--- src/rtl/adc_ro_pkg.sv ---
// rtl/adc_ro_pkg.sv - shared types and constants for the column-ADC row readout
// Contents: one-hot sequencer state enum, default geometry, timing clamp minimums,
// and a small clamp helper used when latching the programmed widths.
package adc_ro_pkg;

    localparam int N_BITS_DEF = 12;
    localparam int N_CH_DEF   = 17;

    localparam int LTCH_MIN  = 1;
    localparam int DV_HI_MIN = 2;
    localparam int DV_LO_MIN = 1;

    // One-hot, 32-bit wide to match the state encoding used by the other ADC blocks.
    typedef enum logic [31:0] {
        S_IDLE  = 32'h0000_0001,
        S_LATCH = 32'h0000_0002,
        S_GAP   = 32'h0000_0004,
        S_DV_HI = 32'h0000_0008,
        S_DV_LO = 32'h0000_0010,
        S_PUSH  = 32'h0000_0020,
        S_DONE  = 32'h0000_0040
    } ro_state_e;

    function automatic int unsigned clamp_min(input int unsigned v, input int unsigned lo);
        return (v < lo) ? lo : v;
    endfunction

endpackage

--- src/rtl/adc_ro_deser.sv ---
// rtl/adc_ro_deser.sv - N_CH x N_BITS bit-insert deserializer for the DIGOUT lanes
// Ports:
//   clk, rst_n  clock, asynchronous active-low reset
//   clr         zero all channel words
//   sample      write din[c] into bit bit_idx of channel word c
//   bit_idx     bit position being converted (LSB first)
//   din         one serial bit per channel, channel 0 in the LSB
//   words       channel c at [c*N_BITS +: N_BITS]
module adc_ro_deser #(
    parameter int N_BITS = 12,
    parameter int N_CH   = 17,
    parameter int BIT_W  = 4
) (
    input  logic                     clk,
    input  logic                     rst_n,
    input  logic                     clr,
    input  logic                     sample,
    input  logic [BIT_W-1:0]         bit_idx,
    input  logic [N_CH-1:0]          din,
    output logic [N_CH*N_BITS-1:0]   words
);

    always_ff @(posedge clk or negedge rst_n) begin
        if (!rst_n) begin
            words <= '0;
        end else if (clr) begin
            words <= '0;
        end else if (sample) begin
            for (int c = 0; c < N_CH; c++) begin
                words[c*N_BITS + int'(bit_idx)] <= din[c];
            end
        end
    end

endmodule

--- src/rtl/adc_row_readout_ctrl.sv ---
// rtl/adc_row_readout_ctrl.sv - row latch / conversion strobe sequencer with DIGOUT deserializer
// Ports:
//   clk, rst_n                 clock, asynchronous active-low reset
//   start                      frame start pulse (ignored unless idle)
//   num_rows, ltch_cycles,
//   dv_hi_cycles, dv_lo_cycles frame config, latched at start (widths clamped to minimums)
//   RST_BAR_LTCHD              active-low row latch strobe
//   ADC_DATA_VALID             per-bit conversion strobe
//   DIGOUT                     bit-serial channel data, DIGOUT[1] = channel 0
//   row_data, row_idx,
//   row_valid, row_ready       completed-row handshake toward the host FIFO
//   busy, done                 frame in progress / end-of-frame pulse
//   chk_err_cnt                mismatching-row count from the pattern checker
// Build option: ADC_RO_CHECK_EN compiles in the test-pattern checker; otherwise
// chk_err_cnt is tied to zero.
module adc_row_readout_ctrl
    import adc_ro_pkg::*;
#(
    parameter int N_BITS = N_BITS_DEF,
    parameter int N_CH   = N_CH_DEF,
    parameter int CNT_W  = 8
) (
    input  logic                     clk,
    input  logic                     rst_n,
    input  logic                     start,
    input  logic [15:0]              num_rows,
    input  logic [CNT_W-1:0]         ltch_cycles,
    input  logic [CNT_W-1:0]         dv_hi_cycles,
    input  logic [CNT_W-1:0]         dv_lo_cycles,
    output logic                     RST_BAR_LTCHD,
    output logic                     ADC_DATA_VALID,
    input  logic [N_CH:1]            DIGOUT,
    output logic [N_CH*N_BITS-1:0]   row_data,
    output logic [15:0]              row_idx,
    output logic                     row_valid,
    input  logic                     row_ready,
    output logic                     busy,
    output logic                     done,
    output logic [15:0]              chk_err_cnt
);

    localparam int BIT_W = (N_BITS > 1) ? $clog2(N_BITS) : 1;
    localparam logic [BIT_W-1:0] LAST_BIT = BIT_W'(N_BITS - 1);
    localparam logic [CNT_W-1:0] ONE = CNT_W'(1);

    ro_state_e             state, state_nx;
    logic [CNT_W-1:0]      cnt, cnt_nx;
    logic [BIT_W-1:0]      bit_cnt, bit_cnt_nx;
    logic [15:0]           row_cnt, row_cnt_nx;
    logic [15:0]           rows_q;
    logic [CNT_W-1:0]      ltch_q, hi_q, lo_q;
    logic [CNT_W-1:0]      ltch_in, hi_in, lo_in;
    logic                  cfg_load;
    logic                  handshake;
    logic                  sample;
    logic                  deser_clr;
    logic [N_CH*N_BITS-1:0] deser_words;

    assign ltch_in = CNT_W'(clamp_min(32'(ltch_cycles), LTCH_MIN));
    assign hi_in   = CNT_W'(clamp_min(32'(dv_hi_cycles), DV_HI_MIN));
    assign lo_in   = CNT_W'(clamp_min(32'(dv_lo_cycles), DV_LO_MIN));

    assign handshake = (state == S_PUSH) && row_valid && row_ready;
    // DIGOUT is captured at the end of the last high cycle of each bit.
    assign sample    = (state == S_DV_HI) && (cnt == '0);
    assign deser_clr = (state_nx == S_LATCH) && (state != S_LATCH);

    // cnt holds the remaining cycles of the current phase minus one.
    always_comb begin
        state_nx   = state;
        cnt_nx     = cnt - ONE;
        bit_cnt_nx = bit_cnt;
        row_cnt_nx = row_cnt;
        cfg_load   = 1'b0;
        case (state)
            S_IDLE: begin
                cnt_nx = cnt;
                if (start) begin
                    cfg_load   = 1'b1;
                    row_cnt_nx = '0;
                    if (num_rows == '0) begin
                        state_nx = S_DONE;
                    end else begin
                        state_nx = S_LATCH;
                        cnt_nx   = ltch_in - ONE;
                    end
                end
            end
            S_LATCH: begin
                if (cnt == '0) begin
                    state_nx = S_GAP;
                    cnt_nx   = lo_q - ONE;
                end
            end
            S_GAP: begin
                if (cnt == '0) begin
                    state_nx   = S_DV_HI;
                    cnt_nx     = hi_q - ONE;
                    bit_cnt_nx = '0;
                end
            end
            S_DV_HI: begin
                if (cnt == '0) begin
                    if (bit_cnt == LAST_BIT) begin
                        state_nx = S_PUSH;
                        cnt_nx   = cnt;
                    end else begin
                        state_nx   = S_DV_LO;
                        cnt_nx     = lo_q - ONE;
                        bit_cnt_nx = bit_cnt + BIT_W'(1);
                    end
                end
            end
            S_DV_LO: begin
                if (cnt == '0) begin
                    state_nx = S_DV_HI;
                    cnt_nx   = hi_q - ONE;
                end
            end
            S_PUSH: begin
                cnt_nx = cnt;
                if (handshake) begin
                    row_cnt_nx = row_cnt + 16'd1;
                    if ((row_cnt + 16'd1) == rows_q) begin
                        state_nx = S_DONE;
                    end else begin
                        state_nx = S_LATCH;
                        cnt_nx   = ltch_q - ONE;
                    end
                end
            end
            S_DONE: begin
                cnt_nx   = cnt;
                state_nx = S_IDLE;
            end
            default: begin
                cnt_nx   = cnt;
                state_nx = S_IDLE;
            end
        endcase
    end

    always_ff @(posedge clk or negedge rst_n) begin
        if (!rst_n) begin
            state   <= S_IDLE;
            cnt     <= '0;
            bit_cnt <= '0;
            row_cnt <= '0;
            rows_q  <= '0;
            ltch_q  <= '0;
            hi_q    <= '0;
            lo_q    <= '0;
        end else begin
            state   <= state_nx;
            cnt     <= cnt_nx;
            bit_cnt <= bit_cnt_nx;
            row_cnt <= row_cnt_nx;
            if (cfg_load) begin
                rows_q <= num_rows;
                ltch_q <= ltch_in;
                hi_q   <= hi_in;
                lo_q   <= lo_in;
            end
        end
    end

    // Strobes and status are registered from the next state so they line up
    // with the state register without any combinational output path.
    always_ff @(posedge clk or negedge rst_n) begin
        if (!rst_n) begin
            RST_BAR_LTCHD  <= 1'b1;
            ADC_DATA_VALID <= 1'b0;
            busy           <= 1'b0;
            done           <= 1'b0;
        end else begin
            RST_BAR_LTCHD  <= (state_nx != S_LATCH);
            ADC_DATA_VALID <= (state_nx == S_DV_HI);
            busy           <= (state_nx != S_IDLE) && (state_nx != S_DONE);
            done           <= (state_nx == S_DONE);
        end
    end

    // The first PUSH cycle copies the deserializer into the output register;
    // row_valid rises the cycle after, so row_data is frozen for the whole stall.
    always_ff @(posedge clk or negedge rst_n) begin
        if (!rst_n) begin
            row_valid <= 1'b0;
            row_data  <= '0;
            row_idx   <= '0;
        end else if ((state == S_PUSH) && !row_valid) begin
            row_valid <= 1'b1;
            row_data  <= deser_words;
            row_idx   <= row_cnt;
        end else if (handshake) begin
            row_valid <= 1'b0;
        end
    end

    adc_ro_deser #(
        .N_BITS (N_BITS),
        .N_CH   (N_CH),
        .BIT_W  (BIT_W)
    ) u_deser (
        .clk     (clk),
        .rst_n   (rst_n),
        .clr     (deser_clr),
        .sample  (sample),
        .bit_idx (bit_cnt),
        .din     (DIGOUT),
        .words   (deser_words)
    );

`ifdef ADC_RO_CHECK_EN
    // Expected value follows the test-pattern generator's row address; it is
    // cleared only by reset so it keeps counting across frames.
    logic [N_BITS-1:0] chk_exp;
    logic [15:0]       err_q;
    logic              row_bad;

    always_comb begin
        row_bad = 1'b0;
        for (int c = 0; c < N_CH; c++) begin
            if (row_data[c*N_BITS +: N_BITS] != chk_exp) begin
                row_bad = 1'b1;
            end
        end
    end

    always_ff @(posedge clk or negedge rst_n) begin
        if (!rst_n) begin
            chk_exp <= '0;
            err_q   <= '0;
        end else if (handshake) begin
            chk_exp <= chk_exp + N_BITS'(1);
            if (row_bad && (err_q != 16'hFFFF)) begin
                err_q <= err_q + 16'd1;
            end
        end
    end

    assign chk_err_cnt = err_q;
`else
    assign chk_err_cnt = '0;
`endif

endmodule

--- config.mk ---
export PLATFORM = sky130hd
export DESIGN_NAME = adc_row_readout_ctrl
export DESIGN_NICKNAME = d
export VERILOG_FILES = /design/src/rtl/adc_ro_pkg.sv /design/src/rtl/adc_ro_deser.sv /design/src/rtl/adc_row_readout_ctrl.sv
export SDC_FILE = /design/constraint.sdc
export NUM_CORES = 1
export LEC_CHECK = 0
export BUFFER_PORTS_ARGS = -buffer_cell sky130_fd_sc_hd__buf_2
export CORE_ASPECT_RATIO = 0.6
export CORE_MARGIN = 5
export CORE_UTILIZATION = 60
export CTS_CLUSTER_DIAMETER = 40
export DETAILED_ROUTE_END_ITERATION = 10
export HOLD_SLACK_MARGIN = 0.03
export MAX_ROUTING_LAYER = met4
export PLACE_DENSITY_LB_ADDON = 0.12
export SKIP_LAST_GASP = 1
export SLEW_MARGIN = 20
export SYNTH_ARGS = -nofsm -noshare
export SYNTH_HDL_FRONTEND = slang
export SYNTH_SLANG_ARGS = --single-unit
--- constraint.sdc ---
create_clock -name clk -period 7.2 [get_ports clk]
set_clock_uncertainty 0.1 [all_clocks]
set_input_delay 0.36 -clock clk [delete_from_list [all_inputs] [get_ports clk]]
set_output_delay 0.36 -clock clk [all_outputs]
set_load 0.01 [all_outputs]
==> summary.txt <==
Power and ir drop
  • PwrDens: 198 nW/um2
  • Switch share: 0.234
  • Internal power: 0.00452 W
  • Comb pwr share: 0.031
  • Leak: 14.8 nW
  • Clock network fraction of design power: 0.463
  • Net switching power: 0.00138 W
  • Design Power: roughly 0.0059 W
  • Maximum vdd drop: between 150 and 200 uV
  • Seq pwr share: 0.507

GRT
  • Initial antenna violation count: 6
  • Largest net degree at the start of global routing: 218
  • Vias in the first global route: 23,400
  • Grt total ovfl: 0
  • First-pass GRT wire length: 140 mm
  • GRT Total Usage: 0.385

Clock network
  • CTS root buf: clkbuf_16
  • Cts repair resizes: 0
  • H-tree depth: 2
  • Worst-path clk slew: 0.07 ns
  • Clk Latency, worst-skew pair: 0.60 ns
  • Max clock buf depth: 3
  • CTS Sinks: 529
  • Num CTS Buffers: 52
  • TritonCTS clock tree: done

Drt
  • Avg WL per Cell: 23.0 um
  • Final ANT Viol Nets: 0
  • WL final: 91.0 mm
  • DRC viols: 0
  • Router iterations before antenna repair: 7
  • Vias per Instance: 6.26
  • Via count: 24,700
  • Drt first-iter violations: ~3,600

Yosys
  • Post-synth top area cell: dfrtp_1
  • Yosys reg bits: 529
  • Post-Syn Area per Cell: roughly 8.3 um2
  • Top FF cell, synth: dfrtp_1
  • Yosys warns: 0
  • Netlist cell types: 72
  • Most frequent cell after synthesis: nand2_1
  • Most frequent cells after synthesis: nand2_1 (952), dfrtp_1 (527), nor2_1 (276)
  • Async set-or-reset flop fraction in the synthesized netlist: 1.00
  • Share of the synthesized area in the top cell type: 0.506
  • Sequential share of the synthesized area: 0.508
  • Cell count after synthesis: 3,123
  • Synth top area cells: dfrtp_1 (51%), nand2_1 (14%), a21oi_1 (4.8%)
  • EDFF count, synth: 0
  • Synthesized cell area: approximately 26,000 um2

STA
  • Final worst path period share: 0.619
  • Relative slew slack: 0.270
  • RSZ-0062 raised after global routing: false
  • Final Slew Violations: 0
  • Min Clock Period, post-route: 4.45 ns
  • Final hold violation count: 0
  • Final setup vio count: 0
  • Worst-Margin Slew: 1.09 ns
  • Final setup TNS: 0 ns
  • Fmax: 225 MHz

Layout
  • Filler cells: 3,557
  • Area Overhead vs Synth: 14.2%
  • Layout cells sized above 1: 0.139
  • Final #Nets: about 3,400

Place
  • RD Place Congestion: 0.995
  • DPL Wire Length: 61.7 mm
  • Number of I/O port buffers: about 290

Job
  • Max-cap violation count: 0

Hold path
  • Hold wc startpoint: ltch_cycles[0]
  • Hold WC Path Type: in -> reg
  • Hold depth: 3

Floorplan
  • Die footprint: 47,800 um2
  • Core area: approximately 43,000 um2
  • Row cnt: 59
  • Die Wd: about 280 um
  • I/O pin count: 302
  • Starting Density: 0.604
  • Die height: 171 um

Critical path
  • Worst Setup SP: state[22]
  • Crit-path max FO: between 200 and 250
  • Startpoint types: register
  • R2r worst-path depth: 10
  • Worst path arrival time: 4.77 ns
  • Slowest CP cell: nor2_1
  • CP cell instances: nor4_1 > nand4_1 > nor2_1 > buf_4 > nand2_1 > nor2_1 > o21ai_1 > a21oi_4 > buf_12 > nor2_1
  • Critical Path Most Common Cell: nor2_1
  • Worst r2r src: state[22]
  • CP Capture Type: register
  • Setup CP Type: reg -> reg
  • CP peak stage delay: ~0.76 ns
  • Req. time, crit path: 7.51 ns

Status
  • Outcome: finished clean
## through the flow
step	util	setup slack [ns]	hold slack (ns)	std cells	cell area, um2
after floorplan	-	4.02	-0.0356	3163	26200
after global placement	0.641	3.09	0.344	3807	27600
after detailed placement	0.641	3.03	0.350	3807	27600
after CTS	0.689	3.00	0.0494	3941	29700
after global routing	0.690	2.63	0.120	3949	29800
final	0.690	2.75	0.0682	3950	29800
## power by group through the flow
stage	clock network, W	registers (W)	logic, W
global placement	0	0.00304	0.000154
floorplan	0	0.00304	0.0000558
detailed placement	0	0.00304	0.000157
global route	0.00288	0.00299	0.000197
finish	0.00273	0.00299	0.000181
CTS	0.00274	0.00299	0.000175
## metal layers
layer	routed length [um]	part of all wire	global-route usage	up-vias
met3	14000	0.15	0.146	234
met4	2600	0.029	0.0954	0
met5	0	0	-	-
li1	-	-	-	10900
met2	36400	0.40	0.512	1597
met1	38000	0.42	0.560	12000
## flip-flops by register name (all words and copies together), names as in the netlist
name	count
lo_q	8
rows_q	16
row_data	204
row_valid	1
ADC_DATA_VALID	1
busy	1
done	1
hi_q	8
bit_cnt	4
u_deser.words	204
cnt	8
row_cnt	16
state	32
ltch_q	8
row_idx	16
RST_BAR_LTCHD	1
## final cells by class
| class | instances | area (um2) | area share |
|---|---|---|---|
| Sequential cell | 529 | 13200 | 0.445 |
| Multi-Input combinational cell | 2359 | 11900 | 0.399 |
| Timing Repair Buffer | 358 | 2150 | 0.0724 |
| Clock buffer | 70 | 1440 | 0.0484 |
| Tap cell | 579 | 724 | 0.0243 |
| Clock inverter | 24 | 218 | 0.00731 |
| Inverter | 24 | 90.1 | 0.00303 |
| Antenna cell | 7 | 17.5 | 0.000589 |
## cells by family after synthesis
group | share of synthesized area
buffers and inverters | 0.0440
multiplexers | 0.0389
adder cells (fa/ha/maj) | 0.00864
AND/OR/NAND/NOR | 0.241
other | 0.000144
AO/OA/AOI/OAI | 0.143
XOR/XNOR | 0.0158
flip-flops | 0.508
## what timing repair did
action | in CTS | in global routing
hold endpoints to repair | 152 | 0
hold buffers | 40 | 0
setup buffers | 0 | 0
## path summary, 6_finish.rpt
check                                     to  slack (ns)
max                        u_deser.words[35]        2.75
min                                ltch_q[0]        0.07
max reg2reg                u_deser.words[35]        2.75
min reg2reg                     row_data[69]        0.36
max in group asynchronous      row_data[102]        5.10
min in group asynchronous            lo_q[3]        0.35
## placed cells by master (no fill, tap or decap), types with 6 or more instances in the layout
cell           synthesis  routed
a211oi_1              28      28
a21oi_1              250     249
a22oi_1               18      18
a31oi_1               25      25
and2_1                19      20
and3_1                19      18
buf_2                 29     284
buf_4                 17      27
clkbuf_1             189      12
clkbuf_16              0      53
clkinv_2               0      10
conb_1                 1      41
dfrtp_1              527     526
diode_2                0       7
dlygate4sd3_1          0      40
ha_1                  18      18
inv_1                 23      23
mux2_2                37      37
mux2i_1               51      51
nand2_1              952     952
nand2b_1               6       6
nand3_1               99      97
nand4_1               15      15
nor2_1               276     273
nor2b_1               13      13
nor3_1                50      50
nor4_1                20      20
o211ai_1               8       8
o21ai_0              171     171
o22ai_1               65      65
o31ai_1               45      45
or3_1                  7       7
xnor2_1               30      30
xor2_1                17      17
## critical path, delay by kind of cell (launching register included)
family / cells / cell delay, ns
and+or+nand+nor: 6 / 2.11
DFF: 1 / 0.38
AOI/OAI and AO/OA: 2 / 0.55
buffers and inverters: 2 / 0.84
(Power assumes the default switching activity.)
